===== src/rtl/m706_pkg.sv =====
// m706_pkg -- shared definitions for the m706 serial receiver.
//   rcv_state_t  : receiver FSM state encoding
//   DEV_CODE_DEF : default IOT device code the receiver answers to
//   IOPn_BIT     : bit positions of the IOP pulses inside the packed iop vector
package m706_pkg;

  typedef enum logic [1:0] {
    ST_IDLE  = 2'd0,
    ST_START = 2'd1,
    ST_DATA  = 2'd2,
    ST_STOP  = 2'd3
  } rcv_state_t;

  localparam logic [5:0] DEV_CODE_DEF = 6'o03;

  localparam int IOP1_BIT = 0;
  localparam int IOP2_BIT = 1;
  localparam int IOP4_BIT = 2;

endpackage


===== src/rtl/m706_sync.sv =====
// m706_sync -- two-flop synchronizer for the asynchronous serial line.
// Ports:
//   clk     : system clock
//   io_clr  : synchronous active-high reset; both stages reset to mark (1)
//   line_in : raw serial line
//   line_s  : synchronized line
module m706_sync (
  input  logic clk,
  input  logic io_clr,
  input  logic line_in,
  output logic line_s
);

  logic meta;

  always_ff @(posedge clk) begin
    if (io_clr) begin
      meta   <= 1'b1;
      line_s <= 1'b1;
    end else begin
      meta   <= line_in;
      line_s <= meta;
    end
  end

endmodule


===== src/rtl/m706_rcv.sv =====
// m706_rcv -- oversampled serial receiver with IOT bus interface.
// Optional build macro: M706_STOP_CHECK_EN (stop-bit framing check drives frm_err).
// Ports:
//   clk, io_clr          : clock, synchronous active-high reset
//   bit_tick             : one-clk pulse at OVERSAMPLE x baud
//   line_in              : serial line, 1 = mark/idle
//   dev_sel              : IOT device-select field
//   iop1, iop2, iop4     : IOP pulses
//   rx_data              : receive buffer, bit 0 = first data bit
//   bus_out              : rx_data during a selected iop4, else 0
//   flag, int_req        : character ready
//   skip, ac_clr         : combinational IOT responses
//   active               : frame in progress
//   frm_err              : stop bit was 0 (only with M706_STOP_CHECK_EN)
//
// state    | meaning
// ST_IDLE  | waiting for a falling edge on an armed (seen-idle) line
// ST_START | counting to mid start bit to reject glitches
// ST_DATA  | sampling 8 data bits, one per OVERSAMPLE ticks
// ST_STOP  | waiting for stop sample, then load buffer and set flag
module m706_rcv
  import m706_pkg::*;
#(
  parameter logic [5:0] DEV_CODE   = DEV_CODE_DEF,
  parameter int         OVERSAMPLE = 8
) (
  input  logic       clk,
  input  logic       io_clr,
  input  logic       bit_tick,
  input  logic       line_in,
  input  logic [5:0] dev_sel,
  input  logic       iop1,
  input  logic       iop2,
  input  logic       iop4,
  output logic [7:0] rx_data,
  output logic [7:0] bus_out,
  output logic       flag,
  output logic       int_req,
  output logic       skip,
  output logic       ac_clr,
  output logic       active,
  output logic       frm_err
);

  localparam int TW = $clog2(OVERSAMPLE);
  localparam logic [TW-1:0] T_HALF = TW'(OVERSAMPLE / 2 - 1);
  localparam logic [TW-1:0] T_WRAP = TW'(OVERSAMPLE - 1);

  logic          line_s;
  logic [2:0]    iop_v;
  logic          sel;
  logic          flag_clr;

  rcv_state_t    state, state_n;
  logic [TW-1:0] tcnt, tcnt_n;
  logic [2:0]    bcnt, bcnt_n;
  logic [7:0]    shreg, shreg_n;
  logic          armed, armed_n;
  logic          frame_done;

  m706_sync u_sync (
    .clk     (clk),
    .io_clr  (io_clr),
    .line_in (line_in),
    .line_s  (line_s)
  );

  always_comb begin
    iop_v           = '0;
    iop_v[IOP1_BIT] = iop1;
    iop_v[IOP2_BIT] = iop2;
    iop_v[IOP4_BIT] = iop4;
  end

  assign sel      = (dev_sel == DEV_CODE);
  assign flag_clr = sel & (iop_v[IOP2_BIT] | iop_v[IOP4_BIT]);
  assign skip     = sel & iop_v[IOP1_BIT] & flag;
  assign ac_clr   = sel & iop_v[IOP2_BIT];
  assign bus_out  = (sel & iop_v[IOP4_BIT]) ? rx_data : 8'h00;
  assign int_req  = flag;
  assign active   = (state != ST_IDLE);

  always_comb begin
    state_n    = state;
    tcnt_n     = tcnt;
    bcnt_n     = bcnt;
    shreg_n    = shreg;
    armed_n    = armed;
    frame_done = 1'b0;
    if (bit_tick) begin
      case (state)
        ST_IDLE: begin
          // A start edge only counts once the line has been seen idle,
          // so a line stuck low after a bad stop bit cannot retrigger.
          if (line_s) begin
            armed_n = 1'b1;
          end else if (armed) begin
            state_n = ST_START;
            tcnt_n  = '0;
          end
        end
        ST_START: begin
          if (tcnt == T_HALF) begin
            if (!line_s) begin
              state_n = ST_DATA;
              tcnt_n  = '0;
              bcnt_n  = '0;
            end else begin
              state_n = ST_IDLE;
            end
          end else begin
            tcnt_n = tcnt + 1'b1;
          end
        end
        ST_DATA: begin
          tcnt_n = tcnt + 1'b1;
          if (tcnt == T_WRAP) begin
            shreg_n = {line_s, shreg[7:1]};
            bcnt_n  = bcnt + 3'd1;
            if (bcnt == 3'd7) state_n = ST_STOP;
          end
        end
        ST_STOP: begin
          tcnt_n = tcnt + 1'b1;
          if (tcnt == T_WRAP) begin
            frame_done = 1'b1;
            armed_n    = 1'b0;
            state_n    = ST_IDLE;
          end
        end
        default: state_n = ST_IDLE;
      endcase
    end
  end

  always_ff @(posedge clk) begin
    if (io_clr) begin
      state   <= ST_IDLE;
      tcnt    <= '0;
      bcnt    <= '0;
      shreg   <= '0;
      armed   <= 1'b0;
      rx_data <= '0;
      flag    <= 1'b0;
    end else begin
      state <= state_n;
      tcnt  <= tcnt_n;
      bcnt  <= bcnt_n;
      shreg <= shreg_n;
      armed <= armed_n;
      if (frame_done) rx_data <= shreg;
      // set beats a simultaneous selected clear
      flag <= frame_done | (flag & ~flag_clr);
    end
  end

`ifdef M706_STOP_CHECK_EN
  logic frm_err_q;
  always_ff @(posedge clk) begin
    if (io_clr)          frm_err_q <= 1'b0;
    else if (frame_done) frm_err_q <= ~line_s;
    else if (flag_clr)   frm_err_q <= 1'b0;
  end
  assign frm_err = frm_err_q;
`else
  assign frm_err = 1'b0;
`endif

endmodule


===== config.mk =====
export PLATFORM = sky130hd
export DESIGN_NAME = m706_rcv
export DESIGN_NICKNAME = d
export VERILOG_FILES = /design/src/rtl/m706_pkg.sv /design/src/rtl/m706_sync.sv /design/src/rtl/m706_rcv.sv
export SDC_FILE = /design/constraint.sdc
export NUM_CORES = 1
export LEC_CHECK = 0
export BUFFER_PORTS_ARGS = -buffer_cell sky130_fd_sc_hd__buf_2
export CAP_MARGIN = 15
export CORE_ASPECT_RATIO = 0.75
export CORE_MARGIN = 5
export CORE_UTILIZATION = 40
export CTS_CLUSTER_DIAMETER = 80
export CTS_CLUSTER_SIZE = 16
export DETAILED_ROUTE_END_ITERATION = 8
export REMOVE_ABC_BUFFERS = 1
export SKIP_CTS_REPAIR_TIMING = 1
export SLEW_MARGIN = 20
export SYNTH_ARGS = -nofsm -noshare
export SYNTH_HDL_FRONTEND = slang
export SYNTH_SLANG_ARGS = --single-unit

===== constraint.sdc =====
create_clock -name clk -period 3.2 [get_ports clk]
set_clock_uncertainty 0.05 [all_clocks]
set_input_delay 0.64 -clock clk [delete_from_list [all_inputs] [get_ports clk]]
set_output_delay 0.64 -clock clk [all_outputs]
set_load 0.05 [all_outputs]

# [Word-level counts from Yosys, hierarchy flattened]
# Index checks and enable logic that the tools add are counted.
[totals] regBits=28 inputBits=13 elab_cells=69
[classes] reduce_logical=10 n_bitwise=9 n_mux=23 addsub=2 eq_ne=16
[ops] op="3-bit 2-to-1 mux" n=6
[ops] op="2-bit 2-to-1 mux" n=7
[ops] op="2-bit inequality test, second input constant" n=7
[ops] op="3-bit one-hot mux with 3 select lines" n=1
[ops] op="8-bit 2-to-1 mux" n=1
[ops] op="2-bit one-hot mux with 4 select lines" n=1
[ops] op="4-bit AND reduction" n=2
[ops] op="7-bit AND reduction" n=1
[ops] op="3-bit by 1-bit adder with 3-bit output, second input constant" n=2
[ops] op="1-bit bitwise AND" n=6
[ops] op="3-bit == test, second input constant" n=2
[ops] op="6-bit by 2-bit == test with 1-bit output, second input constant" n=1
[ops] op="3-bit one-hot mux with 2 select lines" n=1
[ops] op="2-bit nonzero test" n=3
[ops] op="1-bit 2-to-1 mux" n=5
[ops] op="5-bit AND reduction" n=1
[ops] op="2-bit == test, second input constant" n=2
[ops] op="3-bit by 2-bit == test with 1-bit output, second input constant" n=1
[ops] op="3-bit inequality test, second input constant" n=1
[ops] op="3-bit AND reduction" n=1
[ops] op="2-bit by 1-bit == test with 1-bit output, second input constant" n=1
[ops] op="2-bit zero test" n=1
[ops] op="2-bit by 1-bit inequality test with 1-bit output, second input constant" n=1
[ops] op="1-bit OR" n=2
[ops] op="other kinds (3)" n=3

# [Logic depth before layout (Yosys ltp)]
# Gate-level depths: netlist of the first run.
[logic_depth] ltp_word=5 ltp_mapped=6

# [Cells and area by module]
# A second synthesis of the first run with hierarchy kept.
[hier_totals] hier_cells=169 hier_area_um2=1437.6
[by_module_without_submodules] mod="m706_rcv" area_each_um2=1385.1 cells_per_inst=165 instances=1
[by_module_without_submodules] mod="m706_sync" area_each_um2=52.6 cells_per_inst=4 instances=1

# [Worst setup path before layout of the first run]
# Ideal clock, no wire load.
[synth_path] path_kind="input port to output port" from="input dev_sel[5]" to="output bus_out[0]" n_path_buf=0 arrival_ns=1.824 path_slack_ns=0.686 required_time_ns=2.510 path_stages=3 cell_sequence="or4_4 nor3_4 and2_1"
[synth_via] elab_chain_len=3
[synth_lines] item="start: declaration" line="m706_rcv.sv:31" text="input logic [5:0] dev_sel,"
[synth_lines] item="6-bit by 2-bit == test with 1-bit output" line="m706_rcv.sv:75" text="assign sel = (dev_sel == DEV_CODE);"
[synth_lines] item="1-bit bitwise AND" line="m706_rcv.sv:79" text="assign bus_out = (sel & iop_v[IOP4_BIT]) ? rx_data : 8'h00;"
[synth_lines] item="8-bit 2-to-1 mux" line="m706_rcv.sv:79"
[synth_lines] item="end: declaration" line="m706_rcv.sv:36" text="output logic [7:0] bus_out,"
# Every way passes these cells.

# [Worst setup path after layout of the first run]
[layout_path] from="input dev_sel[5]" to="output bus_out[1]"
# Same word-level chain as after synthesis.

==> run metrics, run 1 <==
clock power share=41.7%; core box area=3330 um^2; CTS sink count=28; via count=1224; CP Class=input pin to output port; top post-synthesis cells by area=dfxtp_1, nand2_1, a21oi_1, ha_1, and2_1; area share of the largest cell type after synthesis=40.2%; Worst EP required=2510 ps; Psw=0.131 mW; CP peak stage delay=550 ps; syn avg cell area=8.25 um^2; largest net degree at the start of global routing=32; dominant cell by count in the synthesized netlist=nand2_1; Switching Fraction=19.8%; Clock Pin Slew Worst Setup and Hold Paths=100 ps; grt total ovfl=0; min Tclk post-route=2630 ps; initial DRC count=71; Inserted Clock Buffers=3; PwrDens=406 nW/um^2; FF+latch area=561 um^2; dpl ws=545 ps; register bit count reported by yosys=28; number of global-route vias before repair=1141; Post-synth EDFFs=0; Layout fillers=325; most frequent cells after synthesis=nand2_1, dfxtp_1, a21oi_1; DR vias/cell=5.21; final setup vio count=0; largest vdd supply drop=0.274 mV; Area Growth Syn to Fin=16.7%; Critical Path Start Type=input pin; Worst-Margin Slew=536 ps; sequential share of the synthesized area=40.2%; area of the multi-input gates=757 um^2; Cell variety after synth=40; Internal Pwr Total=0.530 mW; f_max=380 MHz; part of the power in registers=53.6%; CP max-delay cell=or4_4; PnR worst setup slack=569 ps; share of cells above drive strength 1=22.1%; CP endpoint kind=output port; CTS Buffer Depth=2; Global Route Usage Sum=12.8%; Buf+Inv Stages, Crit Path=2; outcome=finished, final reports clean; max-slew violation count=0; worst hold path class=flip-flop to flip-flop; CTS tree=done; WL/cell=12.7 um; Slew Limit Headroom=64.3%; first-pass GRT wire length=4970 um; antenna violations before repair=0; ant diodes=0; RSZ-0062 raised after global routing=false; cells along the critical path=buf_2 > or4_4 > nor3_4 > and2_1 > buf_2; clk_lat worst skew=270 ps; IO Count=35; Die ar.=4780 um^2; htree depth=1; Main synth FF type=dfxtp_1; die width=78.2 um; final worst-path cycle share=82.2%; Root Buffer=clkbuf_8; FP Rows=18; setup_tns=0 ps; DP HPWL=2250 um; gp weighted congestion=0.767; Synth Cell Area=1390 um^2; Final Hold Viols=0; Critical Path Fanout Max=8; most used cell, CP=buf_2; 1st-pass router iterations=5; I/O Buffers=33; Crit path arrival time=1940 ps; MaxCap Viol Count=0; Cells after Synth=169; Synth warnings=0; Total Wirelength=2990 um; ys async rst share=0%; Leak=0.670 nW; CP delay by family, top=simple AND/OR/NAND/NOR gates; Gate power share=4.7%; die height=61.1 um; Yosys top cell by area=dfxtp_1; starting density of the core=41.8%; drt drc=0; Antenna Nets Post-Route=0; Nets=216
==> layout make-up <==
class / instances / area share (%)
clock buffer: 3 / 2.54
multi-input combinational: 124 / 46.5
clock inverter: 1 / 1.85
tap: 40 / 3.08
inverter: 6 / 1.38
timing repair buffer: 33 / 10.2
sequential: 28 / 34.5
==> worst paths after layout <==
path,startpoint,depth (start not counted),slack (ps),end
setup / recovery,dev_sel[5],5,570,bus_out[1]
hold / removal,u_sync.meta,1,370,u_sync.line_s
setup reg to reg,tcnt[1],5,1460,bcnt[1]
hold reg to reg,u_sync.meta,1,370,u_sync.line_s
==> worst register-to-register path, cell delays in order (launching register included) <==
cell	delay, ps
dfxtp_1	370
ha_1	260
ha_1	290
nand4bb_1	130
a21oi_1	340
mux2i_1	240
==> cell families (layout without fill, tap and decap cells) <==
family / after synthesis / count (layout) / share of synthesized area [%]
other cells: 1 / 1 / 0.269
mux: 4 / 4 / 2.87
flops: 28 / 28 / 40.2
compound gates: 36 / 36 / 15.8
buf+inv: 17 / 43 / 5.47
simple gates: 76 / 76 / 29.1
fa+ha+maj: 7 / 7 / 6.28
==> sequential cells by signal, indices dropped and copies added, names as in the netlist, named ones only <==
| signal | flops |
|---|---|
| rx_data | 8 |
| bcnt | 3 |
| shreg | 8 |
| flag | 1 |
| u_sync.meta | 1 |
| u_sync.line_s | 1 |
| tcnt | 3 |
| armed | 1 |
| state | 1 |
==> cell usage in the layout, fill, tap and decap left out, types with 3 or more instances in the layout <==
| cell | n |
|---|---|
| nand2_1 | 36 |
| buf_2 | 33 |
| dfxtp_1 | 28 |
| a21oi_1 | 21 |
| and2_1 | 9 |
| ha_1 | 7 |
| inv_1 | 6 |
| nor2_1 | 5 |
| nand2b_1 | 4 |
| mux2i_1 | 4 |
| or2_2 | 3 |
| nand3_1 | 3 |
| nand3b_1 | 3 |
| clkbuf_8 | 3 |
==> through the flow <==
stage / utilization [%] / std cells / cell area (um^2) / hold slack, ps / power [mW]
2_1_floorplan: - / 158 / 1340 / 339 / 0.376
3_3_place_gp: 46.7 / 231 / 1560 / 353 / 0.392
3_5_place_dp: 46.7 / 231 / 1560 / 353 / 0.393
4_1_cts: 48.8 / 235 / 1630 / 378 / 0.670
5_1_grt: 48.8 / 235 / 1630 / 392 / 0.687
6_report: 48.8 / 235 / 1630 / 373 / 0.661
==> power groups by stage <==
| stage | Combinational (mW) | Sequential [mW] | Clock [mW] |
|---|---|---|---|
| detailed placement | 0.0312 | 0.362 | 0 |
| CTS | 0.0314 | 0.354 | 0.285 |
| global route | 0.0342 | 0.355 | 0.298 |
| global placement | 0.0301 | 0.362 | 0 |
| floorplan | 0.0149 | 0.361 | 0 |
| finish | 0.0313 | 0.354 | 0.276 |
==> layer usage <==
metal | vias up | wire length [um] | GRT usage (%)
met5 | - | 0 | 0
met4 | 0 | 12 | 1.50
met3 | 2 | 235 | 4.09
met2 | 41 | 1300 | 22.6
met1 | 553 | 1440 | 16.1
li1 | 628 | - | -
Power figures use the tool's default switching activity.
==> inputs of run 2 (changes only) <==
- PLACE_DENSITY: unset -> 0.65
- clock period: 3.2 -> 2.4 ns (I/O delays scaled with it)
==> run 2 against run 1 <==
Net effect:
- sequential cell count unchanged
- sequential power up 33%
- sequential share of layout area unchanged
- final cell count unchanged
- combinational power up 34%
- highest routed layer unchanged
==> run metrics, run 2 (synthesized netlist as in run 1, its figures left out) <==
CP max-delay cell=or4_4; area of the multi-input gates=757 um^2 (unchanged); htree depth=1 (unchanged); first-pass GRT wire length=5050 um (+1.7%); CP peak stage delay=560 ps (about the same); die height=61.1 um (unchanged); FF+latch area=561 um^2 (unchanged); Leak=0.670 nW (unchanged); CP endpoint kind=output port; initial DRC count=110 (+55%); WL/cell=12.7 um (+0.10%); Critical Path Start Type=input pin; Total Wirelength=2990 um (+0.10%); most frequent cells in the layout=nand2_1, buf_2, dfxtp_1; min Tclk post-route=2330 ps; RSZ-0062 raised after global routing=false; grt total ovfl=0 (unchanged); most common cell after layout, fill and taps aside=nand2_1; Buf+Inv Stages, Crit Path=2 (unchanged); IO Count=35 (unchanged); Critical Path Fanout Max=8 (unchanged); die width=78.2 um (unchanged); Worst-Margin Slew=534 ps (-1.39 ps); share of cells above drive strength 1=22.1% (unchanged); Layout fillers=361 (+11%); via count=1236 (+0.98%); PwrDens=540 nW/um^2 (+33%); Root Buffer=clkbuf_8; starting density of the core=41.8% (unchanged); CP Class=input pin to output port; Largest regs=rx_data: 8 flops, shreg: 8 flops; Final Instance Area=1630 um^2 (unchanged); Crit path arrival time=1800 ps (-140 ps); CP delay by family, top=simple AND/OR/NAND/NOR gates; antenna violations before repair=0 (unchanged); max-slew violation count=0 (unchanged); Area Growth Syn to Fin=16.7% (unchanged); setup_tns=0 ps (unchanged); CTS Buffer Depth=2 (unchanged); drt drc=0 (unchanged); gp weighted congestion=0.747 (-2.6%); most used cell, CP=buf_2; Final Hold Viols=0 (unchanged); outcome=finished, final reports clean; clk_lat worst skew=270 ps (about the same); 1st-pass router iterations=4 (-1); Nets=216 (unchanged); MaxCap Viol Count=0 (unchanged); worst hold path class=input pin to flip-flop; CTS tree=done; ant diodes=0 (unchanged); cells along the critical path=buf_2 > or4_4 > nor3_4 > and2_1 > buf_2; final setup vio count=0 (unchanged); largest net degree at the start of global routing=32 (unchanged); Global Route Usage Sum=13.1% (+0.34 points); Cell Area, Placed=1560 um^2 (unchanged); DP HPWL=2200 um (-2.2%); Clock Pin Slew Worst Setup and Hold Paths=90 ps (about the same); core box area=3330 um^2 (unchanged); final worst-path cycle share=97.1%; number of global-route vias before repair=1101 (-3.5%); Die ar.=4780 um^2 (unchanged); largest vdd supply drop=0.290 mV (+5.9%); Slew Limit Headroom=64.3% (+0.093 points); I/O Buffers=33 (unchanged); FP Rows=18 (unchanged); CTS sink count=28 (unchanged); f_max=429 MHz; DR vias/cell=5.26 (+0.98%); Inserted Clock Buffers=3 (unchanged); Antenna Nets Post-Route=0 (unchanged); Worst EP required=1870 ps (-640 ps)
-- run 2: path summary, 6_finish.rpt --
kind	from	end	slack [ps]	cells past startpoint
setup / recovery	dev_sel[5]	bus_out[7]	70	5
hold / removal	line_in	u_sync.meta	340	2
setup reg to reg	tcnt[1]	bcnt[2]	650	5
hold reg to reg	u_sync.meta	u_sync.line_s	370	1
-- run 2: through the flow --
step                      std cells  utilization, %  setup WS [ps]  hold slack [ps]  power, mW
final                           235            48.8           69.3              338      0.878
after global routing            235            48.8          0.416              328      0.920
after CTS                       235            48.8           54.2              329      0.891
after detailed placement        231            46.7           56.0              356      0.525
after global placement          231            46.7            118              346      0.523
after floorplan                 158               -            206              339      0.502
-- run 2: layer usage --
layer / GRT usage [%] / vias to the layer above / part of all wire, %
li1: - / 628 / -
met1: 16.1 / 572 / 46
met2: 22.6 / 34 / 47
met3: 3.95 / 2 / 6.1
met4: 4.49 / 0 / 0.97
met5: 0 / - / 0
-- run 2: area by class of cell --
cell class,instances,share of cell area [%]
inverters,6,1.38
repair buffers,33,10.2
multi-input cells,124,46.5
well taps,40,3.08
clock buffers,3,2.54
clock inverters,1,1.85
flip-flops and latches,28,34.5
-- run 2: report_power, final --
part           internal (mW)  switching [mW]  leakage [nW]
registers              0.468         0.00412         0.226
logic                 0.0160          0.0260         0.408
clock network          0.223           0.141        0.0357
total                  0.707           0.171         0.670
